`config.mk`:
```
export PLATFORM = sky130hd
export DESIGN_NAME = multicycle_controller
export DESIGN_NICKNAME = d
export VERILOG_FILES = /design/src/rtl/multicycle_controller.sv
export SDC_FILE = /design/constraint.sdc
export NUM_CORES = 1
export LEC_CHECK = 0
export CAP_MARGIN = 5
export CORE_ASPECT_RATIO = 1.1
export CORE_MARGIN = 2
export CORE_UTILIZATION = 46
export CTS_CLUSTER_DIAMETER = 30
export DETAILED_ROUTE_END_ITERATION = 8
export PLACE_DENSITY = 0.79
export SYNTH_ARGS = -nofsm -noshare
export SYNTH_HDL_FRONTEND = slang
export SYNTH_SLANG_ARGS = --single-unit
```
`constraint.sdc`:
```
create_clock -name clock -period 2.1 [get_ports clock]
set_input_delay 0.21 -clock clock [delete_from_list [all_inputs] [get_ports clock]]
set_output_delay 0.21 -clock clock [all_outputs]
set_load 0.005 [all_outputs]
```
`src/rtl/multicycle_controller.sv`:
```
// -----------------------------------------------------------------------------
// multicycle_controller
//
// Finite-state sequencer that runs the shared single-cycle datapath in
// multicycle fashion. One instruction takes 3 to 5 clocks, so the ALU and a
// single instruction/data memory port can be reused across the instruction.
// Every datapath enable and mux select comes from the current state, the
// instruction-register opcode/funct, the ALU zero flag and the memory ready
// handshake. A retired-instruction counter is kept alongside.
//
// Ports:
//   clock, reset_n       rising-edge clock, asynchronous active-low reset
//   opcode, funct        instr[31:26] and instr[5:0] from the instruction reg
//   zero                 ALU zero flag (qualifies the beq PC write)
//   memReady             memory finished the current read/write this cycle
//   memRead, memWrite    memory requests, held until memReady
//   iorD                 memory address select (0 = PC, 1 = ALUOut)
//   irWrite, pcWrite     instruction register / PC load enables
//   pcSource             PC source (00 ALUResult, 01 ALUOut, 10 jump target)
//   aluSrcA, aluSrcB     ALU operand selects
//   aluControl           ALU operation (010 add, 110 sub, 000 and, 001 or, 111 slt)
//   regDst, memToReg     register write address / data selects
//   regWrite             register file write enable
//   instrDone            one-cycle pulse on the final cycle of an instruction
//   illegalOp            one-cycle pulse in DECODE for an unsupported encoding
//   state                current state, for debug
//   instrCount           retired-instruction count, wraps to zero
// -----------------------------------------------------------------------------
module multicycle_controller #(
    parameter int CNT_W = 32
) (
    input  logic             clock,
    input  logic             reset_n,
    input  logic [5:0]       opcode,
    input  logic [5:0]       funct,
    input  logic             zero,
    input  logic             memReady,
    output logic             memRead,
    output logic             memWrite,
    output logic             iorD,
    output logic             irWrite,
    output logic             pcWrite,
    output logic [1:0]       pcSource,
    output logic             aluSrcA,
    output logic [1:0]       aluSrcB,
    output logic [2:0]       aluControl,
    output logic             regDst,
    output logic             memToReg,
    output logic             regWrite,
    output logic             instrDone,
    output logic             illegalOp,
    output logic [3:0]       state,
    output logic [CNT_W-1:0] instrCount
);

    typedef enum logic [3:0] {
        S_FETCH    = 4'd0,
        S_DECODE   = 4'd1,
        S_MEMADR   = 4'd2,
        S_MEMREAD  = 4'd3,
        S_MEMWB    = 4'd4,
        S_MEMWRITE = 4'd5,
        S_EXECUTE  = 4'd6,
        S_ALUWB    = 4'd7,
        S_BRANCH   = 4'd8,
        S_ADDIEX   = 4'd9,
        S_ADDIWB   = 4'd10,
        S_JUMP     = 4'd11
    } state_t;

    localparam logic [5:0] OP_RTYPE = 6'b000000;
    localparam logic [5:0] OP_LW    = 6'b100011;
    localparam logic [5:0] OP_SW    = 6'b101011;
    localparam logic [5:0] OP_BEQ   = 6'b000100;
    localparam logic [5:0] OP_ADDI  = 6'b001000;
    localparam logic [5:0] OP_J     = 6'b000010;

    localparam logic [2:0] ALU_ADD = 3'b010;
    localparam logic [2:0] ALU_SUB = 3'b110;
    localparam logic [2:0] ALU_AND = 3'b000;
    localparam logic [2:0] ALU_OR  = 3'b001;
    localparam logic [2:0] ALU_SLT = 3'b111;

    // True for the R-type funct codes the datapath supports.
    function automatic logic funct_legal(input logic [5:0] f);
        logic ok;
        case (f)
            6'b100000, 6'b100010, 6'b100100,
            6'b100101, 6'b101010: ok = 1'b1;
            default:              ok = 1'b0;
        endcase
        return ok;
    endfunction

    // ALU operation for a supported R-type funct code; add otherwise.
    function automatic logic [2:0] funct_alu(input logic [5:0] f);
        logic [2:0] op;
        case (f)
            6'b100000: op = ALU_ADD;
            6'b100010: op = ALU_SUB;
            6'b100100: op = ALU_AND;
            6'b100101: op = ALU_OR;
            6'b101010: op = ALU_SLT;
            default:   op = ALU_ADD;
        endcase
        return op;
    endfunction

    state_t            state_r;
    state_t            state_next_s;
    logic [CNT_W-1:0]  count_r;

    logic              mem_read_s;
    logic              mem_write_s;
    logic              ior_d_s;
    logic              ir_write_s;
    logic              pc_write_s;
    logic [1:0]        pc_source_s;
    logic              alu_src_a_s;
    logic [1:0]        alu_src_b_s;
    logic [2:0]        alu_control_s;
    logic              reg_dst_s;
    logic              mem_to_reg_s;
    logic              reg_write_s;
    logic              instr_done_s;
    logic              illegal_op_s;

    // Next-state and datapath control decode from the current state.
    always_comb begin
        state_next_s  = state_r;
        mem_read_s    = 1'b0;
        mem_write_s   = 1'b0;
        ior_d_s       = 1'b0;
        ir_write_s    = 1'b0;
        pc_write_s    = 1'b0;
        pc_source_s   = 2'b00;
        alu_src_a_s   = 1'b0;
        alu_src_b_s   = 2'b00;
        alu_control_s = ALU_ADD;
        reg_dst_s     = 1'b0;
        mem_to_reg_s  = 1'b0;
        reg_write_s   = 1'b0;
        instr_done_s  = 1'b0;
        illegal_op_s  = 1'b0;

        case (state_r)
            S_FETCH: begin
                // PC + 4 is computed while the instruction is read; the IR and
                // PC load only on the cycle memory actually delivers.
                mem_read_s  = 1'b1;
                alu_src_b_s = 2'b01;
                ir_write_s  = memReady;
                pc_write_s  = memReady;
                if (memReady) begin
                    state_next_s = S_DECODE;
                end else begin
                    state_next_s = S_FETCH;
                end
            end
            S_DECODE: begin
                // Branch target PC + (imm << 2) is latched into ALUOut here.
                alu_src_b_s = 2'b11;
                case (opcode)
                    OP_LW, OP_SW: state_next_s = S_MEMADR;
                    OP_RTYPE: begin
                        if (funct_legal(funct)) begin
                            state_next_s = S_EXECUTE;
                        end else begin
                            state_next_s = S_FETCH;
                            illegal_op_s = 1'b1;
                        end
                    end
                    OP_BEQ:  state_next_s = S_BRANCH;
                    OP_ADDI: state_next_s = S_ADDIEX;
                    OP_J:    state_next_s = S_JUMP;
                    default: begin
                        state_next_s = S_FETCH;
                        illegal_op_s = 1'b1;
                    end
                endcase
            end
            S_MEMADR: begin
                alu_src_a_s = 1'b1;
                alu_src_b_s = 2'b10;
                if (opcode == OP_LW) begin
                    state_next_s = S_MEMREAD;
                end else begin
                    state_next_s = S_MEMWRITE;
                end
            end
            S_MEMREAD: begin
                mem_read_s = 1'b1;
                ior_d_s    = 1'b1;
                if (memReady) begin
                    state_next_s = S_MEMWB;
                end else begin
                    state_next_s = S_MEMREAD;
                end
            end
            S_MEMWB: begin
                reg_write_s  = 1'b1;
                mem_to_reg_s = 1'b1;
                instr_done_s = 1'b1;
                state_next_s = S_FETCH;
            end
            S_MEMWRITE: begin
                // The store retires on the cycle memory accepts it.
                mem_write_s  = 1'b1;
                ior_d_s      = 1'b1;
                instr_done_s = memReady;
                if (memReady) begin
                    state_next_s = S_FETCH;
                end else begin
                    state_next_s = S_MEMWRITE;
                end
            end
            S_EXECUTE: begin
                alu_src_a_s   = 1'b1;
                alu_control_s = funct_alu(funct);
                state_next_s  = S_ALUWB;
            end
            S_ALUWB: begin
                reg_write_s  = 1'b1;
                reg_dst_s    = 1'b1;
                instr_done_s = 1'b1;
                state_next_s = S_FETCH;
            end
            S_BRANCH: begin
                // rs - rt sets zero; the target already sits in ALUOut.
                alu_src_a_s   = 1'b1;
                alu_control_s = ALU_SUB;
                pc_source_s   = 2'b01;
                pc_write_s    = zero;
                instr_done_s  = 1'b1;
                state_next_s  = S_FETCH;
            end
            S_ADDIEX: begin
                alu_src_a_s  = 1'b1;
                alu_src_b_s  = 2'b10;
                state_next_s = S_ADDIWB;
            end
            S_ADDIWB: begin
                reg_write_s  = 1'b1;
                instr_done_s = 1'b1;
                state_next_s = S_FETCH;
            end
            S_JUMP: begin
                pc_source_s  = 2'b10;
                pc_write_s   = 1'b1;
                instr_done_s = 1'b1;
                state_next_s = S_FETCH;
            end
            default: begin
                // Encodings 12..15 cannot be reached; recover to FETCH.
                state_next_s = S_FETCH;
            end
        endcase
    end

    // State register.
    always_ff @(posedge clock or negedge reset_n) begin
        if (!reset_n) begin
            state_r <= S_FETCH;
        end else begin
            state_r <= state_next_s;
        end
    end

    // Retired-instruction counter; wraps naturally at all-ones.
    always_ff @(posedge clock or negedge reset_n) begin
        if (!reset_n) begin
            count_r <= '0;
        end else if (instr_done_s) begin
            count_r <= count_r + CNT_W'(1'b1);
        end else begin
            count_r <= count_r;
        end
    end

    // Side-effecting strobes are gated by reset_n so they drop the instant
    // reset asserts, even though the state register reads FETCH (which
    // would otherwise request a memory read).
    assign memRead    = mem_read_s   & reset_n;
    assign memWrite   = mem_write_s  & reset_n;
    assign irWrite    = ir_write_s   & reset_n;
    assign pcWrite    = pc_write_s   & reset_n;
    assign regWrite   = reg_write_s  & reset_n;
    assign instrDone  = instr_done_s & reset_n;
    assign illegalOp  = illegal_op_s & reset_n;

    assign iorD       = ior_d_s;
    assign pcSource   = pc_source_s;
    assign aluSrcA    = alu_src_a_s;
    assign aluSrcB    = alu_src_b_s;
    assign aluControl = alu_control_s;
    assign regDst     = reg_dst_s;
    assign memToReg   = mem_to_reg_s;
    assign state      = state_r;
    assign instrCount = count_r;

endmodule

```
## Word level (Yosys, flattened, before mapping)

Cells that the tools add are included.

| storage, ports and cells | value |
|---|---|
| input port bits | 16 |
| output and inout port bits | 54 |
| bits in writable memories | 0 |
| register bits after elaboration | 36 |
| bits in latches | 0 |
| memories kept | 0 |
| word-level logic and storage cells | 69 |
| bits in read-only memories | 0 |

| cells by class | value |
|---|---|
| $add $sub $neg | 1 |
| mux-type cells | 27 |
| multiply operators | 0 |
| equality and inequality tests | 21 |
| bitwise logic cells | 7 |
| shifts and indexed selects | 0 |
| order comparisons | 0 |
| reductions and logical operators | 11 |
| divide/modulo/power cells | 0 |

Operators with widths:

| kind | count |
|---|---|
| $eq 6x6->1 const B | 7 |
| $add 32x1->32 const B | 1 |
| $pmux 4 s7 | 1 |
| $pmux 4 s5 | 1 |
| $eq 4x3->1 const B | 4 |
| $eq 4x4->1 const B | 4 |
| $reduce_or 5->1 | 3 |
| $mux 1 | 14 |
| $mux 3 | 4 |
| $pmux 3 s4 | 1 |
| $eq 4x2->1 const B | 2 |
| $reduce_or 2->1 | 4 |
| $and 1x1->1 | 7 |
| $eq 6x2->1 const B | 1 |
| $eq 6x3->1 const B | 1 |
| $eq 6x4->1 const B | 1 |
| $logic_not 6->1 | 1 |
| $pmux 2 s3 | 1 |
| $pmux 3 s2 | 1 |
| $eq 4x1->1 const B | 1 |
| $logic_not 4->1 | 1 |
| $pmux 1 s2 | 2 |
| $pmux 2 s2 | 1 |
| $reduce_or 4->1 | 1 |
| 2 further kinds | 2 |

## Logic depth before layout (Yosys ltp)

| depth | value |
|---|---|
| depth after elaboration | 9 |
| depth in mapped cells | 7 |
| mapped depth without buffers | 6 |

## Least setup slack after synthesis

No wires, ideal clock.

| timing path | value |
|---|---|
| kind | register to register |
| start | register state_r[0] (netlist: state[0]) |
| end | register count_r[11] (netlist: instrCount[11]) |
| cell stages (with the launch flop) | 7 |
| slack | 508 ps |
| setup time | 124 ps |
| arrival time | 1468 ps |
| buffers on the path | 1 |
| clock period less this slack | 1592 ps |
| cell sequence | dfrtp_1 buf_4 nand2b_1 a21oi_1 nor3_4 and4_2 xor2_1 |

| on the way | value |
|---|---|
| cells in the longest elaborated chain, start to end | 3 |
| elaborated cells between the ends (all ways) | 8 |
| those cells by class | 6 x eq/ne; 1 x mux; 1 x reduce/logical |

RTL lines:

| what | line | text |
|---|---|---|
| from (decl) | 109 | `state_t state_r;` |
| from (signal assigned) | 265 | `state_r <= state_next_s;` |
| $eq 4x4->1 / $eq 4x3->1 (equally long branches) | 146 | `case (state_r)` |
| $reduce_or 5->1 (no line) | - |  |
| $pmux 1 s2 (*) | 146 |  |
| to (signal assigned) | 274 | `count_r <= count_r + CNT_W'(1'b1);` |
| to (signal assigned) | 276 | `count_r <= count_r;` |
| to (decl) | 111 | `logic [CNT_W-1:0] count_r;` |

Every way passes the cells marked *; elsewhere a longest branch is shown, timed or not.
A chain may end at the register's enable or synchronous reset.

## Worst setup path in the final report

| timing path | value |
|---|---|
| start | register state_r[0] (netlist: state[0]) |
| end | output port aluControl[1] |

| on the way | value |
|---|---|
| cells in the longest elaborated chain, start to end | 2 |
| elaborated cells between the ends (all ways) | 3 |
| those cells by class | 2 x eq/ne; 1 x mux |

RTL lines:

| what | line | text |
|---|---|---|
| $eq 4x4->1 / $eq 4x3->1 (equally long branches) | 146 |  |
| $pmux 3 s2 (*) | 146 |  |
| to (decl) | 46 | `output logic [2:0] aluControl,` |

Marks and branches as above.

==> summary.md <==
The HPWL after detailed placement is 4.132 mm. The minimum clock period after layout was 2.051 ns; the sequential cell area fraction in the yosys report was 0.4263. The proportion of synthesized flip-flops having asynchronous set or reset was 1.000. The count of nets left with antenna violations once routing finished came out at 0.

In the synthesized netlist, the number of instances is 225. At the worst endpoint, the arrival time is 1.84 ns. The region available for standard cell placement spans 0.004348 mm^2. In this run the horizontal extent of the chip is 68.63 um.

The first global-routing pass estimated 8.694 mm of wire. Yosys mapped the design onto 47 distinct sky130hd cell types. The headroom to the max-slew limit was 0.6929; the peak supply drop was 0.0005042 V.

For the starting density of the core, the log shows 0.4860. In the final routed layout, each cell accounts on average for 14.62 um. The floorplan has 25 rows. The cell area after synthesis is 0.002113 mm^2. The run gives 36 as the clock sink count. STA classifies the critical path startpoint as a register. The critical path data required time is 1.89 ns, and the number of enable flip-flop cells after synthesis is 0. The actual slew at the worst max-slew pin was 0.4564 ns; the routed via count was 1974.

The worst setup path is captured at an output port. Largest stage delay on the critical path: 0.45 ns. In this run the power spent charging and discharging nets is 0.5373 mW. Before antenna repair, the detailed router went through 4 iterations. The final weighted congestion in routability-driven placement was 0.8779; the clock slew at the register clock pins of the worst setup and hold paths was 0.07 ns.

Share of final-layout standard cells stronger than drive strength 1: 0.1925. Walking the worst path, the cells encountered are nand2b_1, or3_4, nand2b_1, clkdlybuf4s50_1. The run gives 0 as the total count of max-transition violations in the final report.

Quantity of I/O buffers inserted on ports: 69. The type of the worst setup path was reg2out. The net total in the final layout was 338. Chip height: 75.09 um. Static timing analysis puts the maximum clock frequency at 487.5 MHz.

On the final layout, the worst clock skew is 0.006394 ns. In this run the worst hold path is classified as in2async. The slowest stage of the critical path is the sky130_fd_sc_hd__clkdlybuf4s50_1 cell. The layout has 341 filler cells. The flow ran to the end, and the final reports show no timing, DRC or antenna violations. The flop and latch count out of synthesis was 36; the clock power share was 0.290.

For this run, the leading register cell type out of synthesis is sky130_fd_sc_hd__dfrtp_1. In the final layout, the multi-input gates occupy 0.001222 mm^2. Setup violations remaining at the end of the flow were counted as 0.

Compared with the post-synthesis result, the final layout area differs by 50.98%. The number of vias per cell works out to 5.250. The leakage power is 1.421 nW, and the number of antenna violations at the first check in global routing is 0. The H-tree depth is 2. The relative contribution of combinational cells to total power is 0.270, and the pin count of the biggest net entering global routing is 33.

The maximum fanout count along the critical path was 3. The first routing iteration left 83 violations. The cell that appears most often on the critical path is sky130_fd_sc_hd__nand2b_1. Hold is met by 0.3387 ns. In this run the clock root is driven by a sky130_fd_sc_hd__clkbuf_8. In this run the deepest clock path goes through 2 buffers.

The repair_antennas step left the layout with diodes totalling 0. The tool flagged a number of max-cap violations equal to 0. In this run the power density over the cells is 568.6 mW/mm^2. The per-instance average area after synthesis was 9.392 um^2; the all-layer global routing usage was 0.2290.

The Yosys step of the flow raised 0 warnings. The run gives 0 as the count of final hold-check violations. After detailed routing, the number of remaining DRC violations is 0. The run gives 0 ns as the sum of negative setup slack. TritonCTS built the clock tree. The floorplan step defined a die boundary enclosing 0.005153 mm^2. The number of top-level design ports was 70. After global routing the overflow that remains totals 0.

The logs give 0.440 for the share of total power in sequential cells and 242 for the net count after synthesis. The register area was 904.6 um^2; the total wirelength of the detailed-routed design was 5.497 mm. The internal power of the cells totals 1.277 mW.

Clock latency on the worst-skew pair: 0.30 ns. The clock buffer count from CTS is 5. The switching share of power was 0.2962; the number of global-route vias before repair was 1877. The final period utilization is 0.9767.
[critical path: cells and delay by family (launching register included)]
family                 cells  cell delay, ns
buffers and inverters      1            0.45
DFF                        1            0.38
and+or+nand+nor            3            0.72
[final cells by class]
type | count | area share
Multi-Input combinational cell | 178 | 0.3831
Sequential cell | 36 | 0.2835
Timing Repair Buffer | 95 | 0.2769
Clock buffer | 7 | 0.02706
Tap cell | 54 | 0.02118
Inverter | 5 | 0.005882
Clock inverter | 1 | 0.002353
[metrics by stage]
stage	std cells	worst slack (ns)	total power [mW]	utilization	instance area, um^2
2_1_floorplan	225	0.5076	1.007	-	2113
3_3_place_gp	363	-0.1346	1.268	0.6881	2992
3_5_place_dp	363	-0.1351	1.274	0.6881	2992
4_1_cts	374	0.004854	1.807	0.7243	3149
5_1_grt	376	-0.02090	1.900	0.7338	3191
6_report	376	0.04885	1.814	0.7338	3191
[layer usage]
metal  vias to the layer above  part of all wire  track usage
li1                        971                 -            -
met5                         -                 0            0
met3                         7             0.046      0.04783
met1                       940              0.43       0.2856
met4                         0             0.014      0.07333
met2                        56              0.51       0.3932
[cells by family after synthesis]
| group | Yosys count | synth area share |
|---|---|---|
| and+or+nand+nor | 116 | 0.3067 |
| DFF | 36 | 0.4263 |
| xor gates and xnor gates | 34 | 0.1409 |
| AOI/OAI and AO/OA | 25 | 0.08586 |
| buffers and inverters | 11 | 0.02428 |
| muxes | 2 | 0.01006 |
| adders and majority gates | 1 | 0.005920 |
[registers in the layout, summed over array words and instances (netlist names)]
name,flops
state,4
instrCount,32
[layout by cell type (no fill, tap or decap), types with 2 or more instances in the layout]
cell type                         Yosys  routed
sky130_fd_sc_hd__nand4_1              4       4
sky130_fd_sc_hd__dlygate4sd2_1        0       4
sky130_fd_sc_hd__inv_1                5       5
sky130_fd_sc_hd__dfrtp_1             36      33
sky130_fd_sc_hd__and4_4               2       2
sky130_fd_sc_hd__and2_1               5       5
sky130_fd_sc_hd__nand3_1             11      11
sky130_fd_sc_hd__dlymetal6s2s_1       0       2
sky130_fd_sc_hd__xor2_1              16      16
sky130_fd_sc_hd__nor4_1               3       2
sky130_fd_sc_hd__buf_4                2      25
sky130_fd_sc_hd__o21ai_0              6       6
sky130_fd_sc_hd__nand2b_4             0       2
sky130_fd_sc_hd__a21oi_2              1       3
sky130_fd_sc_hd__and4_2               2       2
sky130_fd_sc_hd__dfrtp_2              0       3
sky130_fd_sc_hd__nor3_1              11      11
sky130_fd_sc_hd__nor2b_1              5       2
sky130_fd_sc_hd__nor2b_2              0       3
sky130_fd_sc_hd__nand2_1             24      23
sky130_fd_sc_hd__xnor2_1             18      18
sky130_fd_sc_hd__clkdlybuf4s50_1      0      62
sky130_fd_sc_hd__nand2b_1            10       8
sky130_fd_sc_hd__and4_1               2       2
sky130_fd_sc_hd__and3_1               2       2
sky130_fd_sc_hd__a21oi_1              6       4
sky130_fd_sc_hd__nor2_4               0       2
sky130_fd_sc_hd__clkbuf_8             0       6
sky130_fd_sc_hd__nor2_1              26      23
[power groups by stage]
stage	Sequential (mW)	Combinational (mW)	Clock, mW
floorplan	0.804	0.203	0
global placement	0.810	0.459	0
detailed placement	0.810	0.464	0
CTS	0.798	0.480	0.529
global route	0.806	0.530	0.564
finish	0.799	0.489	0.526
[what timing repair did]
item	in CTS	in global routing
gates resized for setup	17	7
hold endpoints to repair	4	0
setup buffers	2	2
hold buffers	1	0
pin swaps	1	0
setup endpoints to repair	11	4
[worst paths after layout]
check	start	to	slack, ns	depth (start not counted)
setup / recovery	state[0]	aluControl[1]	0.05	4
hold / removal	reset_n	state[3]	0.34	2
setup reg to reg	state[1]	instrCount[11]	0.33	7
hold reg to reg	instrCount[31]	instrCount[31]	0.47	1
max in group asynchronous	reset_n	state[2]	1.09	3
min in group clock	instrCount[31]	instrCount[31]	0.47	1
[synth_stat cells (2+ instances only)]
cell type	instances	area [um^2]
sky130_fd_sc_hd__xor2_1	16	140.1
sky130_fd_sc_hd__nand2b_1	10	62.56
sky130_fd_sc_hd__nor4_1	3	18.77
sky130_fd_sc_hd__and3_1	2	12.51
sky130_fd_sc_hd__and4_4	2	22.52
sky130_fd_sc_hd__buf_2	2	10.01
sky130_fd_sc_hd__clkbuf_1	2	7.510
sky130_fd_sc_hd__buf_4	2	15.01
sky130_fd_sc_hd__nor2b_1	5	31.28
sky130_fd_sc_hd__inv_1	5	18.77
sky130_fd_sc_hd__nand4_1	4	25.02
sky130_fd_sc_hd__and4_2	2	20.02
sky130_fd_sc_hd__o21ai_0	6	30.03
sky130_fd_sc_hd__nand3_1	11	55.05
sky130_fd_sc_hd__a21oi_1	6	30.03
sky130_fd_sc_hd__nand2_1	24	90.09
sky130_fd_sc_hd__dfrtp_1	36	900.9
sky130_fd_sc_hd__nor3_1	11	55.05
sky130_fd_sc_hd__xnor2_1	18	157.7
sky130_fd_sc_hd__and2_1	5	31.28
sky130_fd_sc_hd__nor2_1	26	97.59
sky130_fd_sc_hd__and4_1	2	17.52
Note: power is estimated with default switching activity, not from simulation.
